`config.mk`:
```
export PLATFORM = sky130hd
export DESIGN_NAME = ysyx_23060240_lsu_axi
export DESIGN_NICKNAME = d
export VERILOG_FILES = /design/src/rtl/ysyx_23060240_lsu_axi.sv
export SDC_FILE = /design/constraint.sdc
export NUM_CORES = 1
export LEC_CHECK = 0
export BUFFER_PORTS_ARGS = -buffer_cell sky130_fd_sc_hd__buf_4
export CORE_MARGIN = 1
export CORE_UTILIZATION = 50
export CTS_BUF_LIST = sky130_fd_sc_hd__clkbuf_4
export DETAILED_ROUTE_END_ITERATION = 8
export GPL_ROUTABILITY_DRIVEN = 0
export PLACE_DENSITY = 0.83
export SKIP_CTS_REPAIR_TIMING = 1
export SYNTH_ARGS = -nofsm -noshare
export SYNTH_HDL_FRONTEND = slang
export SYNTH_SLANG_ARGS = --single-unit
```
`constraint.sdc`:
```
create_clock -name clk -period 1.9 [get_ports clk]
set_clock_uncertainty 0.05 [all_clocks]
set_input_delay 0.285 -clock clk [delete_from_list [all_inputs] [get_ports clk]]
set_output_delay 0.285 -clock clk [all_outputs]
set_load 0.05 [all_outputs]
```
`src/rtl/ysyx_23060240_lsu_axi.sv`:
```
// ysyx_23060240_lsu_axi: load/store unit bridging single core memory requests onto an AXI4-Lite master port.
module ysyx_23060240_lsu_axi #(
  parameter int ADDR_W = 32
) (
  input  logic              clk,
  input  logic              rst,
  input  logic              valid_2,
  input  logic              mem_rd_en,
  input  logic              mem_wr_en,
  input  logic [2:0]        memory_rd_ctrl,
  input  logic [1:0]        memory_wr_ctrl,
  input  logic [ADDR_W-1:0] mem_addr,
  input  logic [31:0]       mem_wr_data,
  output logic              finish_2,
  output logic [31:0]       mem_rd_data,
  output logic              mem_err,
  output logic              busy,
  output logic [ADDR_W-1:0] araddr,
  output logic              arvalid,
  input  logic              arready,
  input  logic [31:0]       rdata,
  input  logic [1:0]        rresp,
  input  logic              rvalid,
  output logic              rready,
  output logic [ADDR_W-1:0] awaddr,
  output logic              awvalid,
  input  logic              awready,
  output logic [31:0]       wdata,
  output logic [3:0]        wstrb,
  output logic              wvalid,
  input  logic              wready,
  input  logic [1:0]        bresp,
  input  logic              bvalid,
  output logic              bready
);
  typedef enum logic [2:0] {IDLE, RD_ADDR, RD_DATA, WR_REQ, WR_RESP, DONE} state_e;
  state_e            state_q, state_d;
  logic [2:0]        rd_ctrl_q, rd_ctrl_d;
  logic [1:0]        wr_ctrl_q, wr_ctrl_d;
  logic [ADDR_W-1:0] addr_q, addr_d;
  logic [31:0]       wr_data_q, wr_data_d;
  logic [31:0]       rd_data_q, rd_data_d;
  logic              err_q, err_d;
  logic              aw_done_q, aw_done_d;
  logic              w_done_q, w_done_d;
  logic              accept, mis_rd, mis_wr, req_err, aw_fin, w_fin, r_take, b_take;
  logic [31:0]       lane, load_val;
  always_ff @(posedge clk or negedge rst) begin
    if (!rst) begin
      state_q   <= IDLE;
      rd_ctrl_q <= '0;
      wr_ctrl_q <= '0;
      addr_q    <= '0;
      wr_data_q <= '0;
      rd_data_q <= '0;
      err_q     <= 1'b0;
      aw_done_q <= 1'b0;
      w_done_q  <= 1'b0;
    end else begin
      state_q   <= state_d;
      rd_ctrl_q <= rd_ctrl_d;
      wr_ctrl_q <= wr_ctrl_d;
      addr_q    <= addr_d;
      wr_data_q <= wr_data_d;
      rd_data_q <= rd_data_d;
      err_q     <= err_d;
      aw_done_q <= aw_done_d;
      w_done_q  <= w_done_d;
    end
  end
  always_comb begin
    mis_rd  = (memory_rd_ctrl[1:0] == 2'b01 && mem_addr[0]) || (memory_rd_ctrl[1:0] == 2'b10 && mem_addr[1:0] != 2'b00);
    mis_wr  = (memory_wr_ctrl == 2'b01 && mem_addr[0]) || (memory_wr_ctrl == 2'b10 && mem_addr[1:0] != 2'b00);
    req_err = (mem_rd_en && mem_wr_en) || (mem_rd_en && mis_rd) || (mem_wr_en && mis_wr);
    aw_fin  = aw_done_q || (awvalid && awready);
    w_fin   = w_done_q || (wvalid && wready);
    state_d = state_q;
    case (state_q)
      IDLE:    if (valid_2) state_d = (req_err || !(mem_rd_en || mem_wr_en)) ? DONE : mem_rd_en ? RD_ADDR : WR_REQ;
      RD_ADDR: if (arready) state_d = RD_DATA;
      RD_DATA: if (rvalid) state_d = DONE;
      WR_REQ:  if (aw_fin && w_fin) state_d = WR_RESP;
      WR_RESP: if (bvalid) state_d = DONE;
      default: state_d = IDLE;
    endcase
  end
  // Valids come only from registered state so they never follow a ready combinationally.
  always_comb begin
    arvalid  = state_q == RD_ADDR;
    rready   = state_q == RD_DATA;
    awvalid  = state_q == WR_REQ && !aw_done_q;
    wvalid   = state_q == WR_REQ && !w_done_q;
    bready   = state_q == WR_RESP;
    finish_2 = state_q == DONE;
    busy     = state_q != IDLE;
    araddr   = {addr_q[ADDR_W-1:2], 2'b00};
    awaddr   = {addr_q[ADDR_W-1:2], 2'b00};
    wdata    = wr_ctrl_q == 2'b00 ? {4{wr_data_q[7:0]}} : wr_ctrl_q == 2'b01 ? {2{wr_data_q[15:0]}} : wr_data_q;
    wstrb    = wr_ctrl_q == 2'b00 ? 4'b0001 << addr_q[1:0] : wr_ctrl_q == 2'b01 ? 4'b0011 << addr_q[1:0] : 4'b1111;
    mem_rd_data = rd_data_q;
    mem_err     = err_q;
  end
  always_comb begin
    accept    = state_q == IDLE && valid_2;
    r_take    = state_q == RD_DATA && rvalid;
    b_take    = state_q == WR_RESP && bvalid;
    lane      = rdata >> {addr_q[1:0], 3'b000};
    load_val  = rd_ctrl_q[1:0] == 2'b00 ? {{24{!rd_ctrl_q[2] && lane[7]}}, lane[7:0]} :
                rd_ctrl_q[1:0] == 2'b01 ? {{16{!rd_ctrl_q[2] && lane[15]}}, lane[15:0]} : rdata;
    rd_ctrl_d = accept ? memory_rd_ctrl : rd_ctrl_q;
    wr_ctrl_d = accept ? memory_wr_ctrl : wr_ctrl_q;
    addr_d    = accept ? mem_addr : addr_q;
    wr_data_d = accept ? mem_wr_data : wr_data_q;
    rd_data_d = r_take ? load_val : rd_data_q;
    err_d     = accept ? req_err : r_take ? rresp != 2'b00 : b_take ? bresp != 2'b00 : err_q;
    aw_done_d = state_q == WR_REQ && aw_fin && !w_fin;
    w_done_d  = state_q == WR_REQ && w_fin && !aw_fin;
  end
endmodule

```
==> results of run 1 <==
==> per-layer routing <==
metal	global-route usage, %	up-vias	wire length [um]
li1	-	2377	-
met4	11.9	0	769
met5	0	-	0
met1	30.3	2628	7370
met3	4.65	60	1210
met2	42.3	277	10100
==> layout make-up <==
cell class | count | share of cell area [%]
clock buffers | 12 | 0.985
clock inverters | 4 | 0.561
inverters | 8 | 0.369
multi-input cells | 324 | 30.7
flip-flops and latches | 107 | 29.3
well taps | 143 | 1.96
repair buffers | 368 | 36.2
==> sequential cells by signal (all words and copies together), names as in the netlist <==
register	count
aw_done_q	1
mem_rd_data	32
mem_err	1
rd_ctrl_q	3
state_q	3
wr_data_q	32
addr_q	32
w_done_q	1
wr_ctrl_q	2
==> final timing paths <==
kind / slack (ns) / from / endpoint
worst min-delay path: 0.01 / memory_wr_ctrl[0] / wr_ctrl_q[0]$_DFFE_PN0P_
worst min register to register: 0.47 / mem_rd_data[2]$_DFFE_PN0P_ / mem_rd_data[2]$_DFFE_PN0P_
min in group asynchronous: 0.18 / rst / mem_rd_data[26]$_DFFE_PN0P_
worst max-delay path: -0.18 / state_q[2]$_DFFE_PN0P_ / wr_data_q[18]$_DFFE_PN0P_
max in group asynchronous: 1.04 / rst / addr_q[1]$_DFFE_PN0P_
worst max register to register: -0.18 / state_q[2]$_DFFE_PN0P_ / wr_data_q[18]$_DFFE_PN0P_
==> stage by stage <==
| step | std cells | setup TNS [ns] | worst slack (ns) |
|---|---|---|---|
| after global placement | 854 | 0 | 0.132 |
| after floorplan | 544 | -0.293 | -0.101 |
| final | 966 | -8.40 | -0.184 |
| after global routing | 966 | -12.31 | -0.211 |
| after detailed placement | 854 | 0 | 0.0223 |
| after CTS | 870 | -4.82 | -0.359 |
==> logic make-up after synthesis <==
| kind of cell | share of synthesized area, % |
|---|---|
| AOI/OAI and AO/OA | 8.21 |
| xor gates and xnor gates | 0.296 |
| adders and majority gates | 0.846 |
| buffers and inverters | 13.8 |
| DFF | 45.3 |
| muxes | 20.7 |
| other | 0.0634 |
| and+or+nand+nor | 10.8 |
==> layout by cell type (no fill, tap or decap), drive strengths merged, types with 3 or more instances in the layout <==
cell         netlist  layout
nand3b             4       5
a21oi             16      16
dfrtp            107     107
nand3             35      35
mux2              83      83
o2bb2ai            7       7
conb               1       4
nor2b              3       3
a22oi              9       9
inv                8       7
o22ai              6       6
ha                 4       4
a31oi              4       4
dlygate4sd3        0      67
nor2              24      24
buf               94     295
nor3b              7       7
nand2b             5       5
o31ai              3       3
nand2             41      41
mux2i             27      27
o21ai             20      20
clkbuf            12      18
==> worst max-delay path: cells and delay by family, from the launching register on <==
family / cells / cell delay (ns)
multiplexers: 1 / 0.30
AND/OR/NAND/NOR: 2 / 0.64
flip-flops: 1 / 0.42
buffers and inverters: 4 / 0.57
==> metrics.md, run 1 <==
| Metric | Value |
|---|---|
| Top cells by area, synth | `dfrtp_1 (45%), mux2_2 (15%), buf_4 (9.9%)` |
| Layout cell share with drive strength beyond 1 | `52.6%` |
| Cell count after synthesis | `541` |
| Final core utilization | `79.8%` |
| TritonCTS Buffers | `9` |
| Slowest CP cell | `dfrtp_1` |
| Clock sink total | `107` |
| # IOs | `255` |
| Cell variety after synth | `48` |
| Reg2reg path depth | `7` |
| Failing checks | `setup timing` |
| Initial Util | `51.6%` |
| Yosys top cell by area | `dfrtp_1` |
| Fmax | `0.480 GHz` |
| Final nets | `937` |
| Number of vias per cell | `5.53` |
| Design area | `0.00915 mm^2` |
| WHS | `0.0118 ns` |
| CTS H-Tree Depth | `3` |
| Outcome | `finished, violations left` |
| Overflow after GRT | `0` |
| Routed vias | `5342` |
| CTS tree | `built` |
| 1st-pass router iterations | `5` |
| Max-Cap Viols | `0` |
| Most frequent cell after synthesis | `dfrtp_1` |
| Register area share after synthesis | `45.3%` |
| Sequential Area | `0.00268 mm^2` |
| Die Ht | `111 um` |
| CP Data Required Time | `2.21 ns` |
| Post-synth top cells | `dfrtp_1 (107), buf_4 (78), mux2_2 (77)` |
| DRC violations left | `0` |
| Final period util | `110%` |
| HPWL Detailed | `11300 um` |
| Top-area cell type share of the netlist area | `45.3%` |
| Bufs on Longest Clock Path | `2` |
| Largest net degree at the start of global routing | `54` |
| Minimum clock period | `2.08 ns` |
| #FFs+latches synth | `107` |
| Max stage delay on crit path | `0.42 ns` |
| Avg WL per Cell | `20.1 um` |
| Worst hold path class | `in2reg` |
| Antenna violations before repair | `0` |
| Crit start category | `flop` |
| WHS Path Cells | `2` |
| I/O Buffers | `250` |
| Element type at the critical path end | `flop` |
| Number of synthesized flops with an enable pin | `0` |
| RSZ-0062 raised after global routing | `true` |
| Layout fillers | `666` |
| Worst Tran Pin Value | `0.746 ns` |
| Crit-path cells | `buf_4, or3_4, nor2_4, buf_12, buf_8, clkbuf_16, mux2_4` |
| Main synth FF type | `dfrtp_1` |
| Initial DRC Count | `379` |
| Yosys warning total | `0` |
| Async SR Flop Fraction | `100%` |
| First-pass GRT wire length | `24200 um` |
| Final wirelength | `19400 um` |
| Die area | `0.0123 mm^2` |
| Post-DRT Antenna Nets | `0` |
| Number of global-route vias before repair | `4767` |
| Antenna Diode Count | `0` |
| Max Slew Vio Count | `0` |
| Fin. Hold Viols | `0` |
| Die Wd | `111 um` |
| Core area | `0.0115 mm^2` |
| Clk_lat worst skew | `0.48 ns` |
| Syn Area/Cell | `10.9 um^2` |
| CTS clock-pin slew for the worst setup and hold paths | `0.15 ns` |
| Setup violators final | `96` |
| Site row count | `39` |
| Max transition margin | `50.1%` |
| Post-route setup slack | `-0.184 ns` |
| Global-route usage over all layers | `24.8%` |
| Multi-input gate area | `0.00280 mm^2` |
| Crit Path Category | `reg2reg` |
| Layout area overhead | `54.6%` |
| Mapped Area | `0.00592 mm^2` |
| Critical Path Fanout Max | `7` |
| Dpl cell area | `0.00743 mm^2` |
| Root Buffer Master | `clkbuf_4` |
| Crit path DAT | `2.39 ns` |
Power of run 1 is left out: the tool's default activity adds up to more than one toggle a clock period on the data nets, which glitch-free logic cannot reach.
==> inputs of run 2 (changes only) <==
--- a/config.mk
+++ b/config.mk
@@ -5,7 +5,7 @@
 export SDC_FILE = /design/constraint.sdc
 export NUM_CORES = 1
 export LEC_CHECK = 0
-export BUFFER_PORTS_ARGS = -buffer_cell sky130_fd_sc_hd__buf_4
+export BUFFER_PORTS_ARGS = -buffer_cell sky130_fd_sc_hd__buf_2
 export CORE_MARGIN = 1
 export CORE_UTILIZATION = 50
 export CTS_BUF_LIST = sky130_fd_sc_hd__clkbuf_4
==> run 2 against run 1 <==
Net effect:
- first-iteration DRC count rose by 8.4%
- non-clock buffer count fell by 21
- the run still ends with setup timing left
- flip-flop and latch count did not move
- cell count fell by 2.3%
- setup slack improved by 0.044 ns
- highest routed layer unchanged
- count of clock-buffer cells in the layout did not move
- via count fell by 5.2%
==> metrics.md, run 2 (synthesized netlist as in run 1, its figures left out) <==
| Metric | Value |
|---|---|
| Post-route setup slack | `-0.141 ns (was -0.184 ns)` |
| CP Data Required Time | `1.56 ns (was 2.21 ns)` |
| Overflow after GRT | `0 (unchanged)` |
| Site row count | `39 (unchanged)` |
| Avg WL per Cell | `17.3 um (was 20.1 um)` |
| Root Buffer Master | `clkbuf_4 (unchanged)` |
| Worst hold path class | `in2reg (unchanged)` |
| Largest net degree at the start of global routing | `54 (unchanged)` |
| Final core utilization | `70.0% (was 79.8%)` |
| Max stage delay on crit path | `0.41 ns (was 0.42 ns)` |
| CTS tree | `built (unchanged)` |
| 1st-pass router iterations | `7 (was 5)` |
| Routed vias | `5062 (was 5342)` |
| Global-route usage over all layers | `23.4% (was 24.8%)` |
| Failing checks | `setup timing (unchanged)` |
| Placement Setup Slack | `0.122 ns (was 0.0223 ns)` |
| Minimum clock period | `2.04 ns (was 2.08 ns)` |
| Antenna Diode Count | `0 (unchanged)` |
| Crit Path Category | `reg2out (was reg2reg)` |
| Die Wd | `111 um (unchanged)` |
| Outcome | `finished, violations left (unchanged)` |
| Cell family with most CP delay | `buffers and inverters (was simple AND/OR/NAND/NOR gates)` |
| Layout area overhead | `35.8% (was 54.6%)` |
| CP startpoint | `state_q[0]$_DFFE_PN0P_ (was state_q[2]$_DFFE_PN0P_)` |
| Worst Tran Pin Value | `0.687 ns (was 0.746 ns)` |
| HPWL Detailed | `10800 um (was 11300 um)` |
| CTS H-Tree Depth | `3 (unchanged)` |
| Crit path DAT | `1.71 ns (was 2.39 ns)` |
| Total negative slack | `-2.30 ns (was -8.40 ns)` |
| Final nets | `915 (was 937)` |
| Clock sink total | `107 (unchanged)` |
| Critical Path Fanout Max | `5 (was 7)` |
| Commonest non-fill, non-tap cell in the layout | `buf_2 (was buf_4)` |
| # IOs | `255 (unchanged)` |
| Reg2reg start | `state_q[1]$_DFFE_PN0P_ (was state_q[2]$_DFFE_PN0P_)` |
| Crit start category | `flop (unchanged)` |
| Initial Util | `51.6% (unchanged)` |
| Final period util | `107% (was 110%)` |
| Most frequent cells in the layout | `buf_2 (217), dfrtp_1 (105), mux2_2 (72) (was buf_4 (251), dfrtp_1 (104), dlygate4sd3_1 (67))` |
| Max-Cap Viols | `0 (unchanged)` |
| RSZ-0062 raised after global routing | `true (unchanged)` |
| Number of vias per cell | `5.36 (was 5.53)` |
| Die Ht | `111 um (unchanged)` |
| Antenna violations before repair | `0 (unchanged)` |
| Clk_lat worst skew | `0.46 ns (was 0.48 ns)` |
| Fmax | `0.490 GHz (was 0.480 GHz)` |
| Number of global-route vias before repair | `4572 (was 4767)` |
| Die area | `0.0123 mm^2 (unchanged)` |
| Buf/Inv on CP | `3 (was 4)` |
| Bufs on Longest Clock Path | `2 (unchanged)` |
| Initial DRC Count | `411 (was 379)` |
| Slowest CP cell | `dfrtp_1 (unchanged)` |
| Post-DRT Antenna Nets | `0 (unchanged)` |
| Max transition margin | `54.0% (was 50.1%)` |
| Final wirelength | `16400 um (was 19400 um)` |
| Hold Path Origin | `mem_wr_data[16] (was memory_wr_ctrl[0])` |
| TritonCTS Buffers | `9 (unchanged)` |
| Crit path top cell by count | `buf_6` |
| Layout fillers | `832 (was 666)` |
| Fin. Hold Viols | `0 (unchanged)` |
| Layout cell share with drive strength beyond 1 | `51.3% (was 52.6%)` |
| Final Non-Filler Cells | `944 (was 966)` |
| Element type at the critical path end | `output pin (was flop)` |
| Crit-path cells | `buf_6, clkinvlp_4, or2_4, nor2_2, buf_6 (was buf_4, or3_4, nor2_4, buf_12, buf_8, clkbuf_16, mux2_4)` |
| I/O Buffers | `250 (unchanged)` |
| Max Slew Vio Count | `0 (unchanged)` |
| First-pass GRT wire length | `23000 um (was 24200 um)` |
| Setup violators final | `29 (was 96)` |
| DRC violations left | `0 (unchanged)` |
| Core area | `0.0115 mm^2 (unchanged)` |
| Dpl cells | `854 (unchanged)` |
| CTS clock-pin slew for the worst setup and hold paths | `0.15 ns (about the same)` |
[run 2: cell types whose count changed in the layout (fill, tap and decap cells not counted), moves of 7 or more]
cell    previous run  this run
mux2_4            60         5
buf_8             13         6
buf_6             22        34
buf_2              0       217
mux2_2            21        72
buf_4            251        22
[run 2: through the flow]
step	hold WS, ns	instance area (um^2)
6_report	0.0144	8030
5_1_grt	0.00570	8030
4_1_cts	-0.313	6900
3_5_place_dp	0.211	6790
3_3_place_gp	0.206	6790
2_1_floorplan	-0.0606	5940
[run 2: worst paths after layout]
path | to | slack (ns) | cells after the start
min | wr_data_q[16]$_DFFE_PN0P_ | 0.01 | 2
max reg2reg | addr_q[26]$_DFFE_PN0P_ | 0.07 | 4
max | awvalid | -0.14 | 5
min reg2reg | mem_rd_data[6]$_DFFE_PN0P_ | 0.44 | 2
min in group asynchronous | mem_rd_data[28]$_DFFE_PN0P_ | 0.23 | 2
max in group asynchronous | addr_q[29]$_DFFE_PN0P_ | 0.89 | 3
[run 2: per-layer routing]
layer	wire length (um)	vias to the layer above	track usage, %
met2	8470	250	39.0
met1	6330	2450	30.4
met3	1120	33	4.70
met4	449	0	8.27
li1	-	2329	-
met5	0	-	0
[run 2: layout make-up]
type                    count  area [um^2]  share of cell area, %
well taps                 143          179                   2.23
clock buffers              12         90.1                   1.12
multi-input cells         323         2560                   31.9
flip-flops and latches    107         2680                   33.4
repair buffers            347         2460                   30.6
inverters                   8         33.8                  0.421
clock inverters             4         27.5                  0.343
Power of run 2 is left out for the same reason.
==> inputs of run 3 (changes only) <==
--- a/config.mk
+++ b/config.mk
@@ -7,11 +7,10 @@
 export LEC_CHECK = 0
 export BUFFER_PORTS_ARGS = -buffer_cell sky130_fd_sc_hd__buf_2
 export CORE_MARGIN = 1
-export CORE_UTILIZATION = 50
+export CORE_UTILIZATION = 34
 export CTS_BUF_LIST = sky130_fd_sc_hd__clkbuf_4
 export DETAILED_ROUTE_END_ITERATION = 8
 export GPL_ROUTABILITY_DRIVEN = 0
-export PLACE_DENSITY = 0.83
 export SKIP_CTS_REPAIR_TIMING = 1
 export SYNTH_ARGS = -nofsm -noshare
 export SYNTH_HDL_FRONTEND = slang
==> run 3 against run 2 <==
Net effect:
- the flow still finishes with violations (setup timing)
- non-clock buffer count rose by 13
- die area rose by 46%
- fmax fell by 2.4%
- cell count rose by 9.5%
- worst hold slack improved by 0.013 ns
- critical endpoint is now wstrb[2]
==> metrics.md, run 3 (synthesized netlist as in run 1, its figures left out) <==
| Metric | Value |
|---|---|
| Root Buffer Master | `clkbuf_4 (unchanged)` |
| Setup violators final | `31 (was 29)` |
| Max stage delay on crit path | `0.49 ns (was 0.41 ns)` |
| CTS H-Tree Depth | `3 (unchanged)` |
| Final period util | `110% (was 107%)` |
| Post-DRT Antenna Nets | `0 (unchanged)` |
| Crit Path Category | `reg2out (unchanged)` |
| Clk_lat worst skew | `0.48 ns (was 0.46 ns)` |
| Initial DRC Count | `214 (was 411)` |
| Cell family with most CP delay | `flip-flops (was buffers and inverters)` |
| Fmax | `0.478 GHz (was 0.490 GHz)` |
| Flop-to-flop setup slack | `0.08 ns (was 0.07 ns)` |
| Minimum clock period | `2.09 ns (was 2.04 ns)` |
| # IOs | `255 (unchanged)` |
| I/O Buffers | `250 (unchanged)` |
| Initial Util | `35.3% (was 51.6%)` |
| Dpl cell area | `0.00694 mm^2 (was 0.00679 mm^2)` |
| Worst hold path class | `in2reg (unchanged)` |
| CP Data Required Time | `1.56 ns (about the same)` |
| Number of vias per cell | `4.77 (was 5.36)` |
| Die area | `0.0179 mm^2 (was 0.0123 mm^2)` |
| 1st-pass router iterations | `5 (was 7)` |
| Number of global-route vias before repair | `4435 (was 4572)` |
| First-pass GRT wire length | `22900 um (was 23000 um)` |
| Slowest CP cell | `dfrtp_2 (was dfrtp_1)` |
| Layout area overhead | `39.3% (was 35.8%)` |
| Layout fillers | `1561 (was 832)` |
| Crit path DAT | `1.76 ns (was 1.71 ns)` |
| Die Wd | `134 um (was 111 um)` |
| Buf/Inv on CP | `2 (was 3)` |
| Post-route setup slack | `-0.190 ns (was -0.141 ns)` |
| Routed vias | `4935 (was 5062)` |
| Antenna violations before repair | `1 (was 0)` |
| Outcome | `finished, violations left (unchanged)` |
| TritonCTS Buffers | `9 (unchanged)` |
| CTS clock-pin slew for the worst setup and hold paths | `0.18 ns (was 0.15 ns)` |
| Bufs on Longest Clock Path | `2 (unchanged)` |
| WHS | `0.0278 ns (was 0.0144 ns)` |
| HPWL Detailed | `10900 um (was 10800 um)` |
| Die Ht | `134 um (was 111 um)` |
| Crit start category | `flop (unchanged)` |
| Most frequent cells in the layout | `buf_2 (215), dfrtp_1 (104), mux2_2 (75) (was buf_2 (217), dfrtp_1 (105), mux2_2 (72))` |
| Commonest non-fill, non-tap cell in the layout | `buf_2 (unchanged)` |
| Fin. Hold Viols | `0 (unchanged)` |
| Total negative slack | `-3.11 ns (was -2.30 ns)` |
| CTS tree | `built (unchanged)` |
| Clock sink total | `107 (unchanged)` |
| Failing checks | `setup timing (unchanged)` |
| Max Slew Vio Count | `0 (unchanged)` |
| Core area | `0.0168 mm^2 (was 0.0115 mm^2)` |
| Site row count | `47 (was 39)` |
| Crit-path cells | `inv_4, ha_4, a211o_1, buf_6 (was buf_6, clkinvlp_4, or2_4, nor2_2, buf_6)` |
| Final nets | `928 (was 915)` |
| Overflow after GRT | `0 (unchanged)` |
| Final wirelength | `16400 um (about the same)` |
| Max-Cap Viols | `0 (unchanged)` |
| Avg WL per Cell | `15.8 um (was 17.3 um)` |
| DRC violations left | `0 (unchanged)` |
| RSZ-0062 raised after global routing | `true (unchanged)` |
| Element type at the critical path end | `output pin (unchanged)` |
| Critical Path Fanout Max | `5 (unchanged)` |
| Global-route usage over all layers | `16.5% (was 23.4%)` |
| Layout cell share with drive strength beyond 1 | `49.9% (was 51.3%)` |
| Largest net degree at the start of global routing | `49 (was 54)` |
| Design area | `0.00824 mm^2 (was 0.00803 mm^2)` |
==> run 3: changes by cell type in the layout (fill, tap and decap cells not counted), sizes merged <==
cell	before	now
clkinvlp	4	2
diode	0	1
dlygate4sd3	63	70
buf	283	281
bufinv	0	2
clkbuf	13	18
inv	7	9
==> run 3: per-stage QoR <==
stage                     util [%]  instances  setup WS (ns)
final                         49.2       1034         -0.190
after global placement        41.4        935          0.148
after detailed placement      41.4        935          0.139
after global routing          49.2       1034         -0.264
after floorplan                  -        544         -0.101
after CTS                     42.3        950         -0.445
==> run 3: worst paths after layout <==
check | from | to | cells past startpoint
max | addr_q[0]$_DFFE_PN0P_ | wstrb[2] | 4
max reg2reg | state_q[0]$_DFFE_PN0P_ | mem_rd_data[21]$_DFFE_PN0P_ | 7
min reg2reg | mem_rd_data[1]$_DFFE_PN0P_ | mem_rd_data[1]$_DFFE_PN0P_ | 2
min in group asynchronous | rst | mem_rd_data[2]$_DFFE_PN0P_ | 2
min | rdata[26] | mem_rd_data[26]$_DFFE_PN0P_ | 3
max in group asynchronous | rst | wr_data_q[20]$_DFFE_PN0P_ | 3
==> run 3: cell type report <==
type	count	area (um^2)	share of cell area [%]
Sequential cell	107	2680	32.5
Antenna cell	1	2.50	0.0304
Tap cell	220	275	3.34
Multi-Input combinational cell	323	2520	30.6
Clock buffer	9	67.6	0.820
Timing Repair Buffer	360	2570	31.2
Inverter	8	36.3	0.440
Clock inverter	6	88.8	1.08
==> run 3: worst min-delay path, stage by stage <==
cell	delay (ns)
buf_2	0.11
nand3_1	0.08
nand3_1	0.08
==> run 3: metal layers <==
metal	vias to the layer above	wire (um)	track usage (%)
li1	2353	-	-
met1	2371	6950	21.0
met2	192	7980	26.9
met3	19	1150	3.85
met4	0	293	6.44
met5	-	0	0
Power of run 3 is left out for the same reason.
